--- src/rtl/bcd_scan_counter.sv ---
// bcd_scan_counter
//   Counts debounced button presses, up or down, in a DIGITS-wide BCD register.
//   It also scans the value onto a multiplexed 7-segment bank.
//
// Ports
//   clk      : board clock, all logic on posedge
//   reset    : asynchronous, active-low; clears all state
//   btn_step : raw step button, active-low, asynchronous to clk
//   btn_dir  : raw direction level, active-low (pressed = count down)
//   seg      : {dp,g,f,e,d,c,b,a} for the selected digit, polarity per ACTIVE_LOW
//   dig      : one-hot digit enable, polarity per ACTIVE_LOW
//   count    : BCD value, digit 0 in bits [3:0]
//   wrap     : one-cycle pulse when the count wraps in either direction
module bcd_scan_counter #(
  parameter int DIGITS     = 4,
  parameter int SCAN_DIV   = 6000,
  parameter int DEBOUNCE   = 240000,
  parameter int ACTIVE_LOW = 1,
  parameter int LZB        = 1
) (
  input  logic                  clk,
  input  logic                  reset,
  input  logic                  btn_step,
  input  logic                  btn_dir,
  output logic [7:0]            seg,
  output logic [DIGITS-1:0]     dig,
  output logic [4*DIGITS-1:0]   count,
  output logic                  wrap
);

  localparam int CW = $clog2(DEBOUNCE + 1);
  localparam int PW = $clog2(SCAN_DIV);
  localparam int IW = (DIGITS > 1) ? $clog2(DIGITS) : 1;
  localparam logic [CW-1:0] DB_LAST  = CW'(DEBOUNCE - 1);
  localparam logic [PW-1:0] PRE_LAST = PW'(SCAN_DIV - 1);
  localparam logic [IW-1:0] IDX_LAST = IW'(DIGITS - 1);

  // ---------------------------------------------------------------------
  // Input path. Bit 0 = step, bit 1 = dir.
  // sync flops hold the raw (active-low) level; acc holds the accepted
  // level as active-high "pressed".
  // ---------------------------------------------------------------------
  logic [1:0]    sync1, sync2, acc, accept;
  logic [CW-1:0] db_cnt [2];

  always_comb begin
    accept = '0;
    for (int i = 0; i < 2; i++) begin
      accept[i] = ((~sync2[i]) != acc[i]) && (db_cnt[i] == DB_LAST);
    end
  end

  always_ff @(posedge clk or negedge reset) begin
    if (!reset) begin
      sync1     <= 2'b11;
      sync2     <= 2'b11;
      acc       <= 2'b00;
      db_cnt[0] <= '0;
      db_cnt[1] <= '0;
    end else begin
      sync1 <= {btn_dir, btn_step};
      sync2 <= sync1;
      for (int i = 0; i < 2; i++) begin
        if ((~sync2[i]) == acc[i]) begin
          db_cnt[i] <= '0;
        end else if (accept[i]) begin
          acc[i]    <= ~sync2[i];
          db_cnt[i] <= '0;
        end else begin
          db_cnt[i] <= db_cnt[i] + CW'(1);
        end
      end
    end
  end

  // step_rise marks the cycle after the accepted step level goes pressed.
  // armed only sets once the synchronised button has been seen released
  // after reset, so a button already held at reset release never steps.
  // fill skips the first two cycles while the sync flops still hold their
  // reset value rather than the real pin level.
  logic       step_rise, armed, step;
  logic [1:0] fill;

  always_ff @(posedge clk or negedge reset) begin
    if (!reset) begin
      step_rise <= 1'b0;
      armed     <= 1'b0;
      fill      <= 2'd0;
    end else begin
      step_rise <= accept[0] & ~sync2[0];
      if (fill != 2'd2) fill <= fill + 2'd1;
      if ((fill == 2'd2) && !acc[0] && sync2[0]) armed <= 1'b1;
    end
  end

  assign step = step_rise & armed;

  // ---------------------------------------------------------------------
  // BCD arithmetic: ripple carry/borrow through every digit in one cycle.
  // acc[1] is the accepted direction (1 = down).
  // ---------------------------------------------------------------------
  logic [4*DIGITS-1:0] count_r, count_nxt;
  logic                wrap_r, cy, ovf;
  logic [3:0]          d;

  always_comb begin
    count_nxt = count_r;
    cy        = 1'b1;
    d         = 4'd0;
    for (int i = 0; i < DIGITS; i++) begin
      d = count_r[4*i +: 4];
      if (cy) begin
        if (acc[1]) begin
          if (d == 4'd0) d = 4'd9;
          else begin
            d  = d - 4'd1;
            cy = 1'b0;
          end
        end else begin
          if (d == 4'd9) d = 4'd0;
          else begin
            d  = d + 4'd1;
            cy = 1'b0;
          end
        end
      end
      count_nxt[4*i +: 4] = d;
    end
    ovf = cy;
  end

  always_ff @(posedge clk or negedge reset) begin
    if (!reset) begin
      count_r <= '0;
      wrap_r  <= 1'b0;
    end else if (step) begin
      count_r <= count_nxt;
      wrap_r  <= ovf;
    end else begin
      wrap_r  <= 1'b0;
    end
  end

  // ---------------------------------------------------------------------
  // Scan: prescaler 0..SCAN_DIV-1, index advances at terminal count.
  // ---------------------------------------------------------------------
  logic [PW-1:0] pre;
  logic [IW-1:0] idx;

  always_ff @(posedge clk or negedge reset) begin
    if (!reset) begin
      pre <= '0;
      idx <= '0;
    end else if (pre == PRE_LAST) begin
      pre <= '0;
      idx <= (idx == IDX_LAST) ? '0 : idx + IW'(1);
    end else begin
      pre <= pre + PW'(1);
    end
  end

  function automatic logic [6:0] seg7(input logic [3:0] v);
    case (v)
      4'd0:    seg7 = 7'h3F;
      4'd1:    seg7 = 7'h06;
      4'd2:    seg7 = 7'h5B;
      4'd3:    seg7 = 7'h4F;
      4'd4:    seg7 = 7'h66;
      4'd5:    seg7 = 7'h6D;
      4'd6:    seg7 = 7'h7D;
      4'd7:    seg7 = 7'h07;
      4'd8:    seg7 = 7'h7F;
      4'd9:    seg7 = 7'h6F;
      default: seg7 = 7'h00;
    endcase
  endfunction

  // zero_from[i] = digit i and every digit above it are zero.
  logic [DIGITS-1:0] zero_from;
  logic              all_zero;

  always_comb begin
    zero_from = '0;
    all_zero  = 1'b1;
    for (int i = DIGITS - 1; i >= 0; i--) begin
      all_zero     = all_zero & (count_r[4*i +: 4] == 4'd0);
      zero_from[i] = all_zero;
    end
  end

  // Active-high display image; pre == 0 is the anti-ghost blank cycle.
  logic [7:0]        seg_on;
  logic [DIGITS-1:0] dig_on;

  always_comb begin
    seg_on = '0;
    dig_on = '0;
    if (pre != '0) begin
      for (int i = 0; i < DIGITS; i++) begin
        if (idx == IW'(i)) begin
          dig_on[i] = 1'b1;
          if (!((LZB != 0) && (i > 0) && zero_from[i])) begin
            seg_on[6:0] = seg7(count_r[4*i +: 4]);
          end
          // Decimal point on digit 0 flags down-count mode.
          if (i == 0) seg_on[7] = acc[1];
        end
      end
    end
  end

  assign seg   = (ACTIVE_LOW != 0) ? ~seg_on : seg_on;
  assign dig   = (ACTIVE_LOW != 0) ? ~dig_on : dig_on;
  assign count = count_r;
  assign wrap  = wrap_r;

endmodule
--- config.mk ---
export PLATFORM = sky130hd
export DESIGN_NAME = bcd_scan_counter
export DESIGN_NICKNAME = d
export VERILOG_FILES = /design/src/rtl/bcd_scan_counter.sv
export SDC_FILE = /design/constraint.sdc
export NUM_CORES = 1
export LEC_CHECK = 0
export BUFFER_PORTS_ARGS = -buffer_cell sky130_fd_sc_hd__buf_2
export CAP_MARGIN = 30
export CORE_MARGIN = 5
export CORE_UTILIZATION = 40
export CTS_CLUSTER_SIZE = 8
export DETAILED_ROUTE_END_ITERATION = 8
export GPL_ROUTABILITY_DRIVEN = 0
export PLACE_DENSITY_LB_ADDON = 0.08
export SLEW_MARGIN = 0
export SYNTH_ARGS = -nofsm -noshare
export SYNTH_HDL_FRONTEND = slang
export SYNTH_SLANG_ARGS = --single-unit
--- constraint.sdc ---
create_clock -name clk -period 3 [get_ports clk]
set_input_delay 0.45 -clock clk [delete_from_list [all_inputs] [get_ports clk]]
set_output_delay 0.45 -clock clk [all_outputs]
set_load 0.03 [all_outputs]
==> results by group, run 1 <==
Drt
  • Metal3 WL: ~710 µm
  • Wl on met1: approximately 6100 µm
  • Final wirelength: roughly 12000 µm
  • Via/cell ratio: around 5.3
  • Via count: roughly 4400
  • DRT iter0 DRCs: between 400 and 500
  • Top Metal Used: met4
  • DR DRC count: 0
  • WL met2: 5372 µm
  • DRT Pass-1 Iters: 5
  • Post-route antenna net violation count: 0
  • WL per Instance: 15.10 µm

Pwr
  • Sw Share: 0.2217
  • NetSw: between 0.4 and 0.5 mW
  • Pint: around 1.7 mW
  • Pwr Density: 353.7 nW/µm²
  • Combinational power share: 0.023
  • Seq pwr share: 0.503
  • Maximum VDD drop: between 0.3 and 0.4 mV
  • Clock power share: 0.474
  • Total chip power: 2.128 mW
  • Lkg Pwr: roughly 2.7 nW

Worst setup path
  • Startpoint types: register
  • CP startpoint: count[5]
  • CP arrival: between 2 and 3 ns
  • FF-to-FF path depth: 6
  • Critical path's top delay family: simple AND/OR/NAND/NOR gates
  • Reg2reg start: count[0]
  • Required time of the critical path: 2.55 ns
  • Setup crit end: seg[4]
  • Worst reg-to-reg setup slack: ~0.51 ns
  • Critical Path End Type: output pin
  • RR Endpoint: count[12]
  • CP bufs+invs: 3
  • Stages on worst setup path: 9
  • Crit-path max cell delay: 0.43 ns
  • CP cell instances: inv_4, ha_4, or3b_4, or3_4, buf_12, a22oi_2, a311oi_1, o211ai_1, buf_4
  • Crit Path Max Fanout: 5
  • CP max-delay cell: or3_4
  • Critical path class: reg -> out

Synthesis
  • Synthesized area: approximately 5000 µm²
  • Ys Warns: 0
  • Async SR Flop Fraction: 1.000
  • Top cell type's share of synthesized area: 0.3627
  • Netlist cell types: 58
  • Largest area contributor in the netlist: dfrtp_1
  • EDFF count, synth: 0
  • Register area share after synthesis: 0.3832
  • Syn Area/Cell: around 8.6 µm²
  • Synth Register Bits: between 70 and 80
  • Synthesized Nets: ~630
  • Ys flop type: dfrtp_1
  • Largest cells by area after synthesis: dfrtp_1 36%, ha_1 8.1%, nor2_1 5.4%, xor2_1 4.6%, nand2_1 3.8%
  • Synth Instances: 592

Timing
  • Period minus WS final: ~3.0 ns
  • Setup ws final: -0.02750 ns
  • Final period util: 1.009
  • Final setup viols: 2
  • Fmax: about 330 MHz
  • Fin Clk Skew: roughly 0.009 ns
  • Final Hold Viols: 0
  • Setup_tns: -0.03316 ns
  • RSZ-0062 raised after global routing: true
  • Worst-margin pin slew: around 0.66 ns
  • Normalized max-slew margin: 0.5609
  • Slew Viols, Final: 0

Cells and area
  • Area growth, synth to finish: 17.84%
  • Nets: between 600 and 700
  • Share of layout cells above drive strength 1: 0.1827
  • Fill cell count: 1248
  • Number of diodes: 0

CTS
  • H-tree lvl count: 3
  • CTS tree: built
  • Cts bufs inserted: 9
  • Clock Tree Buf Depth: 2
  • Clk root buf: clkbuf_16
  • Clock sink total: 78
  • Clock slew at reported path FFs: ~0.06 ns
  • Worst skew pair latency: 0.34 ns
  • Hold_buf cts: 0

Worst hold path
  • Min-Delay Path Class: in -> async

GRT
  • GRT Overall Usage: 0.1684
  • Vias in the first global route: 3980
  • Largest net degree at the start of global routing: 46
  • First-pass GRT wire length: approximately 20000 µm
  • Antenna violations before repair: 0
  • Grt ovf: 0

Outcome
  • Status: finished with violations
  • Failing checks: setup timing

Floorplanning
  • DIE AREA: 15130 µm²
  • I/O pin total: 33
  • Die H: 123.0 µm
  • Core area: approximately 13000 µm²
  • Die width: between 100 and 150 µm
  • Initial Util: 0.4063
  • Row count: 41

Placed design
  • IO Port Bufs: 32
  • Detail Placement HPWL: ~8800 µm

Flow run
  • Max Cap Viol: 0
layout make-up:
type | instances | area [µm²] | share of cell area
multi-input cells | 456 | 2969 | 0.4935
well taps | 172 | 215.2 | 0.03577
clock inverters | 4 | 23.77 | 0.003951
repair buffers | 68 | 480.5 | 0.07985
flip-flops and latches | 78 | 1964 | 0.3265
inverters | 28 | 117.6 | 0.01955
clock buffers | 12 | 246.5 | 0.04096
power by group through the flow:
stage	registers (mW)	clock network [mW]	logic [mW]
after CTS	1.07	1.04	0.0506
after global placement	1.09	0	0.0499
final	1.07	1.01	0.0480
after floorplan	1.09	0	0.0188
after global routing	1.07	1.09	0.0566
after detailed placement	1.09	0	0.0503
cell usage in the layout, fill, tap and decap left out, drive strengths merged, types with 18 or more instances in the layout:
| cell | Yosys | routed |
|---|---|---|
| inv | 28 | 28 |
| o21ai | 38 | 38 |
| nand3 | 25 | 25 |
| xor2 | 27 | 27 |
| a21oi | 27 | 27 |
| ha | 33 | 33 |
| dfrtp | 74 | 74 |
| nor2 | 74 | 74 |
| xnor2 | 18 | 18 |
| buf | 5 | 68 |
| nand2 | 52 | 52 |
flip-flops by register name, summed over array words and instances, names as in the netlist:
register and cells:
armed 1, pre 13, sync2 2, count 16, acc 2, db_cnt 36
idx 2, step_rise 1, sync1 2, wrap 1, fill 2
per-stage QoR:
| step | hold WS (ns) | cells | area [µm²] | setup WS (ns) | utilization |
|---|---|---|---|---|---|
| after floorplan | 0.1544 | 592 | 5152 | -0.04578 | - |
| after global placement | 0.3477 | 792 | 5592 | 0.09562 | 0.4449 |
| after detailed placement | 0.3478 | 792 | 5592 | 0.02043 | 0.4449 |
| after CTS | 0.08546 | 815 | 5964 | 0.0007494 | 0.4746 |
| after global routing | 0.1054 | 818 | 6017 | -0.1202 | 0.4787 |
| final | 0.07427 | 818 | 6017 | -0.02750 | 0.4787 |
repair_timing:
action | in CTS | in global routing
gates resized for setup | 13 | 10
endpoints found under the setup margin | 7 | 6
buffers inserted | 7 | 3
pin swaps | 5 | 9
cell usage after synthesis (3+ instances only):
cell	number
or2_2	3
nand3b_1	6
nor4b_1	3
clkbuf_1	25
o21a_1	4
a22oi_1	6
dfstp_2	4
and2_1	4
mux2i_1	4
nor3b_1	3
and4_1	5
ha_1	33
o221ai_1	3
nor2b_1	4
and3_1	17
xnor2_1	18
o211ai_1	5
nand2b_1	12
a21o_1	6
nand4_1	12
o21ai_0	36
a21oi_1	26
nor3_1	12
inv_1	28
o22ai_1	9
nor2_1	74
nand2_1	52
nand3_1	25
dfrtp_1	74
a31oi_1	6
o31ai_1	5
xor2_1	27
metal layers:
layer | up-vias | global-route usage
met2 | 120 | 0.2504
met4 | 0 | 0.05467
met1 | 2058 | 0.2404
met5 | - | 0
li1 | 2170 | -
met3 | 25 | 0.04163
logic make-up after synthesis:
| group | Yosys count | share of synthesized area |
|---|---|---|
| multiplexers | 6 | 0.01225 |
| XOR/XNOR | 45 | 0.07719 |
| buffers and inverters | 58 | 0.04607 |
| AO/OA/AOI/OAI | 130 | 0.1649 |
| adder cells (fa/ha/maj) | 33 | 0.08086 |
| AND/OR/NAND/NOR | 242 | 0.2355 |
| flip-flops | 78 | 0.3832 |
how the worst min path moves through the flow:
stage	startpoint	end	slack [ns]	depth (start not counted)
finish	reset	count[10]	0.07	1
CTS	reset	count[10]	0.09	1
detailed placement	sync1[0]	sync2[0]	0.35	0
global route	reset	count[10]	0.11	1
floorplan	reset	acc[0]	0.15	0
global placement	sync1[0]	sync2[0]	0.35	0
(Power assumes the default switching activity.)
==> run 2, diff against run 1 <==
--- a/config.mk
+++ b/config.mk
@@ -5,6 +5,7 @@
 export SDC_FILE = /design/constraint.sdc
 export NUM_CORES = 1
 export LEC_CHECK = 0
+export ABC_AREA = 1
 export BUFFER_PORTS_ARGS = -buffer_cell sky130_fd_sc_hd__buf_2
 export CAP_MARGIN = 30
 export CORE_MARGIN = 5
@@ -12,6 +13,7 @@
 export CTS_CLUSTER_SIZE = 8
 export DETAILED_ROUTE_END_ITERATION = 8
 export GPL_ROUTABILITY_DRIVEN = 0
+export MAX_ROUTING_LAYER = met4
 export PLACE_DENSITY_LB_ADDON = 0.08
 export SLEW_MARGIN = 0
 export SYNTH_ARGS = -nofsm -noshare
==> constraint.sdc (replaced) <==
create_clock -name clk -period 3.2 [get_ports clk]
set_input_delay 0.48 -clock clk [delete_from_list [all_inputs] [get_ports clk]]
set_output_delay 0.48 -clock clk [all_outputs]
set_load 0.03 [all_outputs]
==> run 2 against run 1 <==
  * The flow now finishes without violations
  * Clock skew about the same
  * First-iteration DRC count fell by 39%
  * Via count up 2.3%
  * Hold slack hardly changed
  * Core utilization fell by 1.7 points
  * Power grew 1.8%
  * Critical endpoint is now seg[6]
  * Largest cell class unchanged
==> results by group, run 2 <==
Drt
  • Final wirelength: 11720 µm (-5.1%)
  • Via/cell ratio: 4.941 (-7.6%)
  • Via count: 4472 (+2.3%)
  • DR DRC count: 0 (unchanged)
  • DRT iter0 DRCs: 270 (-39%)
  • Post-route antenna net violation count: 0 (unchanged)
  • WL per Instance: 12.95 µm (-14%)
  • DRT Pass-1 Iters: 5 (unchanged)

Worst setup path
  • CP arrival: 2.49 ns (-0.09 ns)
  • CP startpoint: count[12]
  • Crit Path Max Fanout: 7 (+2)
  • Startpoint types: register
  • Critical path class: reg -> out
  • Worst reg-to-reg setup slack: 1.00 ns (+0.49 ns)
  • CP bufs+invs: 4 (+1)
  • RR Endpoint: count[12]
  • Cell mode on critical path: nand2_1
  • Crit-path max cell delay: 0.45 ns (+0.02 ns)
  • Required time of the critical path: 2.72 ns (+0.17 ns)
  • Stages on worst setup path: 13 (+4)
  • Setup crit end: seg[6]
  • CP max-delay cell: dfrtp_1
  • Critical Path End Type: output pin
  • Critical path's top delay family: simple AND/OR/NAND/NOR gates
  • FF-to-FF path depth: 11 (+5)
  • CP cell instances: inv_1, ha_1, nand2_1, inv_1, nand3_1, nand2_1, nor2_2, inv_1, o21ai_0, nand2_1, nand2_1, nand2_1, buf_2
  • Reg2reg start: count[1]

Synthesis
  • Most numerous cell in the Yosys netlist: nand2_1
  • Largest area contributor in the netlist: dfrtp_1
  • Register area share after synthesis: 0.3870 (+0.003794)
  • Synthesized Nets: 725 (+15%)
  • Async SR Flop Fraction: 1.000 (unchanged)
  • Ys flop type: dfrtp_1
  • Synthesized area: 5056 µm² (-0.98%)
  • Largest cells by area after synthesis: dfrtp_1 37%, nand2_1 11%, ha_1 8.2%, inv_1 6.7%, nor2_1 6.6%
  • Mux cell area share after synthesis: 0.002227 (-0.01002)
  • Syn Area/Cell: 7.349 µm² (-15%)
  • Compound-Gate Fraction of Synth Area: 0.1210 (-0.04390)
  • Adder-Cell Fraction of Synth Area: 0.08166 (+0.0008004)
  • Simple-Gate Fraction of Synth Area: 0.2945 (+0.05900)
  • Largest family of logic cells by synthesized area: simple AND/OR/NAND/NOR gates
  • Top cell type's share of synthesized area: 0.3662 (+0.003590)
  • EDFF count, synth: 0 (unchanged)
  • Synth Register Bits: 78 (unchanged)
  • XOR/XNOR Fraction of Synth Area: 0.03638 (-0.04081)
  • Ys Warns: 0 (unchanged)
  • Synth Instances: 688 (+16%)
  • Most common library cells after synthesis: 150 x nand2_1, 90 x inv_1, 89 x nor2_1, 74 x dfrtp_1, 52 x nand3_1
  • Netlist cell types: 41 (-29%)

Timing
  • Slew Viols, Final: 0 (unchanged)
  • Final Hold Viols: 0 (unchanged)
  • Final period util: 0.9269
  • Normalized max-slew margin: 0.6555 (+0.09462)
  • Fmax: 337.1 MHz
  • Period minus WS final: 2.966 ns
  • Final setup viols: 0 (-2)
  • Min Hold Slack: 0.07442 ns (+0.0001471 ns)
  • Fin Clk Skew: 0.009328 ns (+0.0004963 ns)
  • Worst-margin pin slew: 0.5113 ns (-0.1473 ns)

Placed design
  • IO Port Bufs: 32 (unchanged)
  • Placed inst area: 5454 µm² (-2.5%)
  • Detail Placement HPWL: 8791 µm (+0.34%)

GRT
  • First-pass GRT wire length: 20080 µm (-1.3%)
  • Vias in the first global route: 4247 (+6.7%)
  • GRT Overall Usage: 0.1720 (+0.003679)
  • Antenna violations before repair: 0 (unchanged)
  • Grt ovf: 0 (unchanged)
  • Largest net degree at the start of global routing: 47 (+2.2%)

Pwr
  • Lkg Pwr: 2.859 nW (+6.3%)
  • Total chip power: 2.166 mW (+1.8%)
  • Pwr Density: 374.9 nW/µm² (+6.0%)
  • Maximum VDD drop: 0.2804 mV (-23%)

Outcome
  • Status: finished clean

Floorplanning
  • DIE AREA: 14990 µm² (-0.90%)
  • Core area: 12520 µm² (-0.41%)
  • Die width: 122.4 µm (-0.45%)
  • Die H: 122.4 µm (-0.45%)
  • I/O pin total: 33 (unchanged)
  • Row count: 41 (unchanged)
  • Initial Util: 0.4039 (-0.002333)

CTS
  • CTS tree: built
  • Clk root buf: clkbuf_16
  • H-tree lvl count: 3 (unchanged)
  • Worst skew pair latency: 0.35 ns (about the same)
  • Clock slew at reported path FFs: 0.06 ns (about the same)
  • Clock Tree Buf Depth: 2 (unchanged)
  • Clock sink total: 78 (unchanged)
  • Cts bufs inserted: 9 (unchanged)
  • Post-CTS setup buffers: 0 (-7)

Cells and area
  • Number of diodes: 0 (unchanged)
  • Most common cell after layout, fill and taps aside: nand2_1
  • Commonest non-fill, non-tap cells in the layout: 150 x nand2_1, 90 x inv_1, 87 x nor2_1, 74 x dfrtp_1, 52 x nand3_1
  • Area growth, synth to finish: 14.28%
  • Sequential cell area: 1957 µm² (-0.38%)
  • Fill cell count: 1264 (+1.3%)
  • Max FFs per register: 36 (unchanged)
  • Share of layout cells above drive strength 1: 0.09823 (-0.08444)
  • Nets: 765 (+13%)
  • Fin area: 5778 µm² (-4.0%)
  • Area of the multi-input gates: 2718 µm² (-8.5%)
  • Largest Register: db_cnt

Worst hold path
  • Min-Delay Path Class: in -> async

Flow run
  • Max Cap Viol: 0 (unchanged)
## run 2: cell count changes after synthesis, sizes merged, moves of 16 or more
cell / change
inv: +66
nor2: +16
nand2: +98
clkbuf: -21
nand3: +28
and3: -17
## run 2: report_power, final
part	internal (mW)	switching [mW]	leakage [nW]
Clock	0.682	0.428	0.152
Combinational	0.0145	0.0368	1.66
Sequential	0.997	0.00747	1.05
## run 2: repair_timing
item,CTS,global route
hold buffers,0,0
endpoints found under the setup margin,0,5
gates resized for setup,0,3
## run 2: how the worst min path moves through the flow
stage / startpoint / to / slack [ns]
final: reset / count[10] / 0.07
after floorplan: reset / acc[0] / 0.18
after global routing: reset / wrap / 0.10
after global placement: sync1[0] / sync2[0] / 0.35
after detailed placement: sync1[0] / sync2[0] / 0.35
after CTS: reset / count[10] / 0.09
## run 2: routing by layer
metal	global-route usage	part of all wire	routed length (µm)
met1	0.2212	0.47	5544
met5	-	0	0
met2	0.2631	0.46	5342
met3	0.03410	0.050	582
met4	0.07768	0.021	251
## run 2: layout make-up
type / instances / area share
repair buffers: 36 / 0.03681
multi-input cells: 507 / 0.4703
clock inverters: 6 / 0.01494
clock buffers: 10 / 0.03963
well taps: 172 / 0.03725
flip-flops and latches: 78 / 0.3387
inverters: 96 / 0.06236
## run 2: through the flow
step | instances | setup slack [ns] | util | TNS [ns]
final | 905 | 0.2338 | 0.4616 | 0
after global routing | 905 | -0.004590 | 0.4616 | -0.004590
after CTS | 905 | 0.1651 | 0.4609 | 0
after detailed placement | 889 | 0.5512 | 0.4357 | 0
after global placement | 888 | 0.6398 | 0.4335 | 0
after floorplan | 688 | 0.6280 | - | 0
## run 2: cells by family after synthesis
group           count (synthesis)
buf+inv                       103
mux                             1
flops                          78
simple gates                  341
fa+ha+maj                      33
xor+xnor                       21
compound gates                111
==> run 3, diff against run 2 <==
--- a/config.mk
+++ b/config.mk
@@ -9,7 +9,8 @@
 export BUFFER_PORTS_ARGS = -buffer_cell sky130_fd_sc_hd__buf_2
 export CAP_MARGIN = 30
 export CORE_MARGIN = 5
-export CORE_UTILIZATION = 40
+export CORE_UTILIZATION = 55
+export CTS_CLUSTER_DIAMETER = 200
 export CTS_CLUSTER_SIZE = 8
 export DETAILED_ROUTE_END_ITERATION = 8
 export GPL_ROUTABILITY_DRIVEN = 0
==> constraint.sdc (replaced) <==
create_clock -name clk -period 3.2 [get_ports clk]
set_input_delay 0.48 -clock clk [delete_from_list [all_inputs] [get_ports clk]]
set_output_delay 0.48 -clock clk [all_outputs]
set_load 0.05 [all_outputs]
==> run 3 against run 2 <==
  * Final area shrank 3.9%
  * Non-clock buffer count fell by 2
  * Hold slack gained 0.029 ns
  * Highest routed layer unchanged
  * Wire length decreased by 6.1%
  * Critical path type unchanged
  * Via count grew 1.1%
  * Cell count decreased by 7.1%
  * Power is 18% lower
==> results by group, run 3 (same netlist as run 2, synthesis figures left out) <==
Worst setup path
  • Required time of the critical path: 2.72 ns (about the same)
  • Startpoint types: register
  • CP startpoint: count[8]
  • Critical Path End Type: output pin
  • Critical path class: reg -> out
  • FF-to-FF path depth: 11 (unchanged)
  • CP max-delay cell: dfrtp_1
  • CP arrival: 2.51 ns (+0.02 ns)
  • Cell mode on critical path: nand2_1
  • CP cell instances: inv_1, ha_1, nand2_1, nor2_2, nand3_1, nand2_1, nor2_2, nand2_1, nand3_1, nand2_1, nand2_1, nand2_1, buf_2
  • Reg2reg start: count[1]
  • Crit Path Max Fanout: 6 (-1)
  • Crit-path max cell delay: 0.44 ns (about the same)

Drt
  • Post-route antenna net violation count: 0 (unchanged)
  • WL per Instance: 13.08 µm (+1.0%)
  • DRT iter0 DRCs: 199 (-26%)
  • Via/cell ratio: 5.378 (+8.8%)
  • DRT Pass-1 Iters: 4 (-1)
  • Final wirelength: 11000 µm (-6.1%)
  • Via count: 4523 (+1.1%)
  • DR DRC count: 0 (unchanged)

Pwr
  • Lkg Pwr: 2.790 nW (-2.4%)
  • Pwr Density: 320.4 nW/µm² (-15%)
  • Maximum VDD drop: 0.1881 mV (-33%)

CTS
  • Clock Tree Buf Depth: 2 (unchanged)
  • Hold_buf cts: 0 (unchanged)
  • Clk root buf: clkbuf_8
  • CTS tree: built
  • Clock sink total: 78 (unchanged)
  • Cts bufs inserted: 9 (unchanged)
  • Clock slew at reported path FFs: 0.08 ns (+0.02 ns)
  • Post-CTS setup buffers: 0 (unchanged)
  • H-tree lvl count: 3 (unchanged)
  • Worst skew pair latency: 0.35 ns (about the same)

Timing
  • Period minus WS final: 2.994 ns (+0.02741 ns)
  • Slew Viols, Final: 0 (unchanged)
  • Worst-margin pin slew: 0.5291 ns (+0.01782 ns)
  • Fin Clk Skew: 0.01139 ns (+0.002067 ns)
  • Final setup viols: 0 (unchanged)
  • Min Hold Slack: 0.1031 ns (+0.02865 ns)
  • Setup ws final: 0.2064 ns (-0.02741 ns)
  • Normalized max-slew margin: 0.6435 (-0.01201)
  • Final period util: 0.9355 (+0.008567)
  • Setup_tns: 0 ns (unchanged)
  • Final Hold Viols: 0 (unchanged)
  • RSZ-0062 raised after global routing: false
  • Fmax: 334.0 MHz (-0.92%)

GRT
  • GRT Overall Usage: 0.2088 (+0.03674)
  • Antenna violations before repair: 0 (unchanged)
  • First-pass GRT wire length: 18880 µm (-6.0%)
  • Largest net degree at the start of global routing: 79 (+68%)
  • Vias in the first global route: 4293 (+1.1%)
  • Grt ovf: 0 (unchanged)

Cells and area
  • Commonest non-fill, non-tap cells in the layout: 150 x nand2_1, 90 x inv_1, 86 x nor2_1, 72 x dfrtp_1, 52 x nand3_1
  • Most common cell after layout, fill and taps aside: nand2_1
  • Max FFs per register: 36 (unchanged)
  • Share of layout cells above drive strength 1: 0.1000 (+0.001774)
  • Nets: 763 (-0.26%)
  • Largest Register: db_cnt
  • Number of diodes: 0 (unchanged)
  • Non-Filler Instances: 841 (-7.1%)
  • Area growth, synth to finish: 9.874%

Placed design
  • Cells after DPL: 826 (-7.1%)
  • Detail Placement HPWL: 8260 µm (-6.0%)
  • Pre-CTS setup slack: 0.4877 ns (-0.06349 ns)
  • IO Port Bufs: 32 (unchanged)

Floorplanning
  • DIE AREA: 11210 µm² (-25%)
  • Row count: 35 (-15%)
  • I/O pin total: 33 (unchanged)
  • Die H: 105.9 µm (-14%)
  • Core area: 9109 µm² (-27%)
  • Initial Util: 0.5551 (+0.1511)
  • Die width: 105.9 µm (-14%)

Worst hold path
  • Min-Delay Path Class: in -> async

Flow run
  • Max Cap Viol: 0 (unchanged)

Outcome
  • Status: finished clean
run 3: final timing paths:
path / endpoint / slack, ns
worst max-delay path: seg[3] / 0.21
worst min-delay path: wrap / 0.10
worst max register to register: count[12] / 0.81
worst min register to register: sync2[0] / 0.36
max in group asynchronous: sync2[0] / 2.70
min in group clk: sync1[1] / 0.23
run 3: report_power, final:
part           internal, mW  switching, mW
Sequential            0.996        0.00741
Combinational        0.0128         0.0350
Clock                 0.356          0.373
Total                  1.36          0.415
run 3: per-stage QoR:
stage	total power, mW	util	area [µm²]
3_5_place_dp	1.072	0.5879	5355
3_3_place_gp	1.072	0.5879	5355
4_1_cts	1.814	0.6084	5542
6_report	1.780	0.6099	5555
2_1_floorplan	1.041	-	5056
5_1_grt	1.874	0.6099	5555
run 3: cell type report:
class	count	area, µm²
clock inverters	6	62.56
clock buffers	9	123.9
well taps	111	138.9
repair buffers	34	190.2
inverters	96	360.3
flip-flops and latches	78	1959
fillers	826	3553
multi-input cells	507	2720
run 3: routing by layer:
| metal | GRT usage | vias up | share of wire |
|---|---|---|---|
| li1 | - | 2322 | - |
| met1 | 0.2615 | 2068 | 0.47 |
| met2 | 0.3352 | 113 | 0.46 |
| met3 | 0.04899 | 20 | 0.051 |
| met4 | 0.06846 | 0 | 0.019 |
| met5 | - | - | 0 |
run 3: repair_timing:
item	in CTS	in global routing
endpoints found under the setup margin	0	6
gates resized for setup	0	6
hold endpoints to repair	0	0
run 3: critical path, delay by kind of cell, from the launching register on:
family | cells | cell delay (ns)
and+or+nand+nor | 10 | 1.02
buffers and inverters | 2 | 0.47
DFF | 1 | 0.44
adders and majority gates | 1 | 0.22
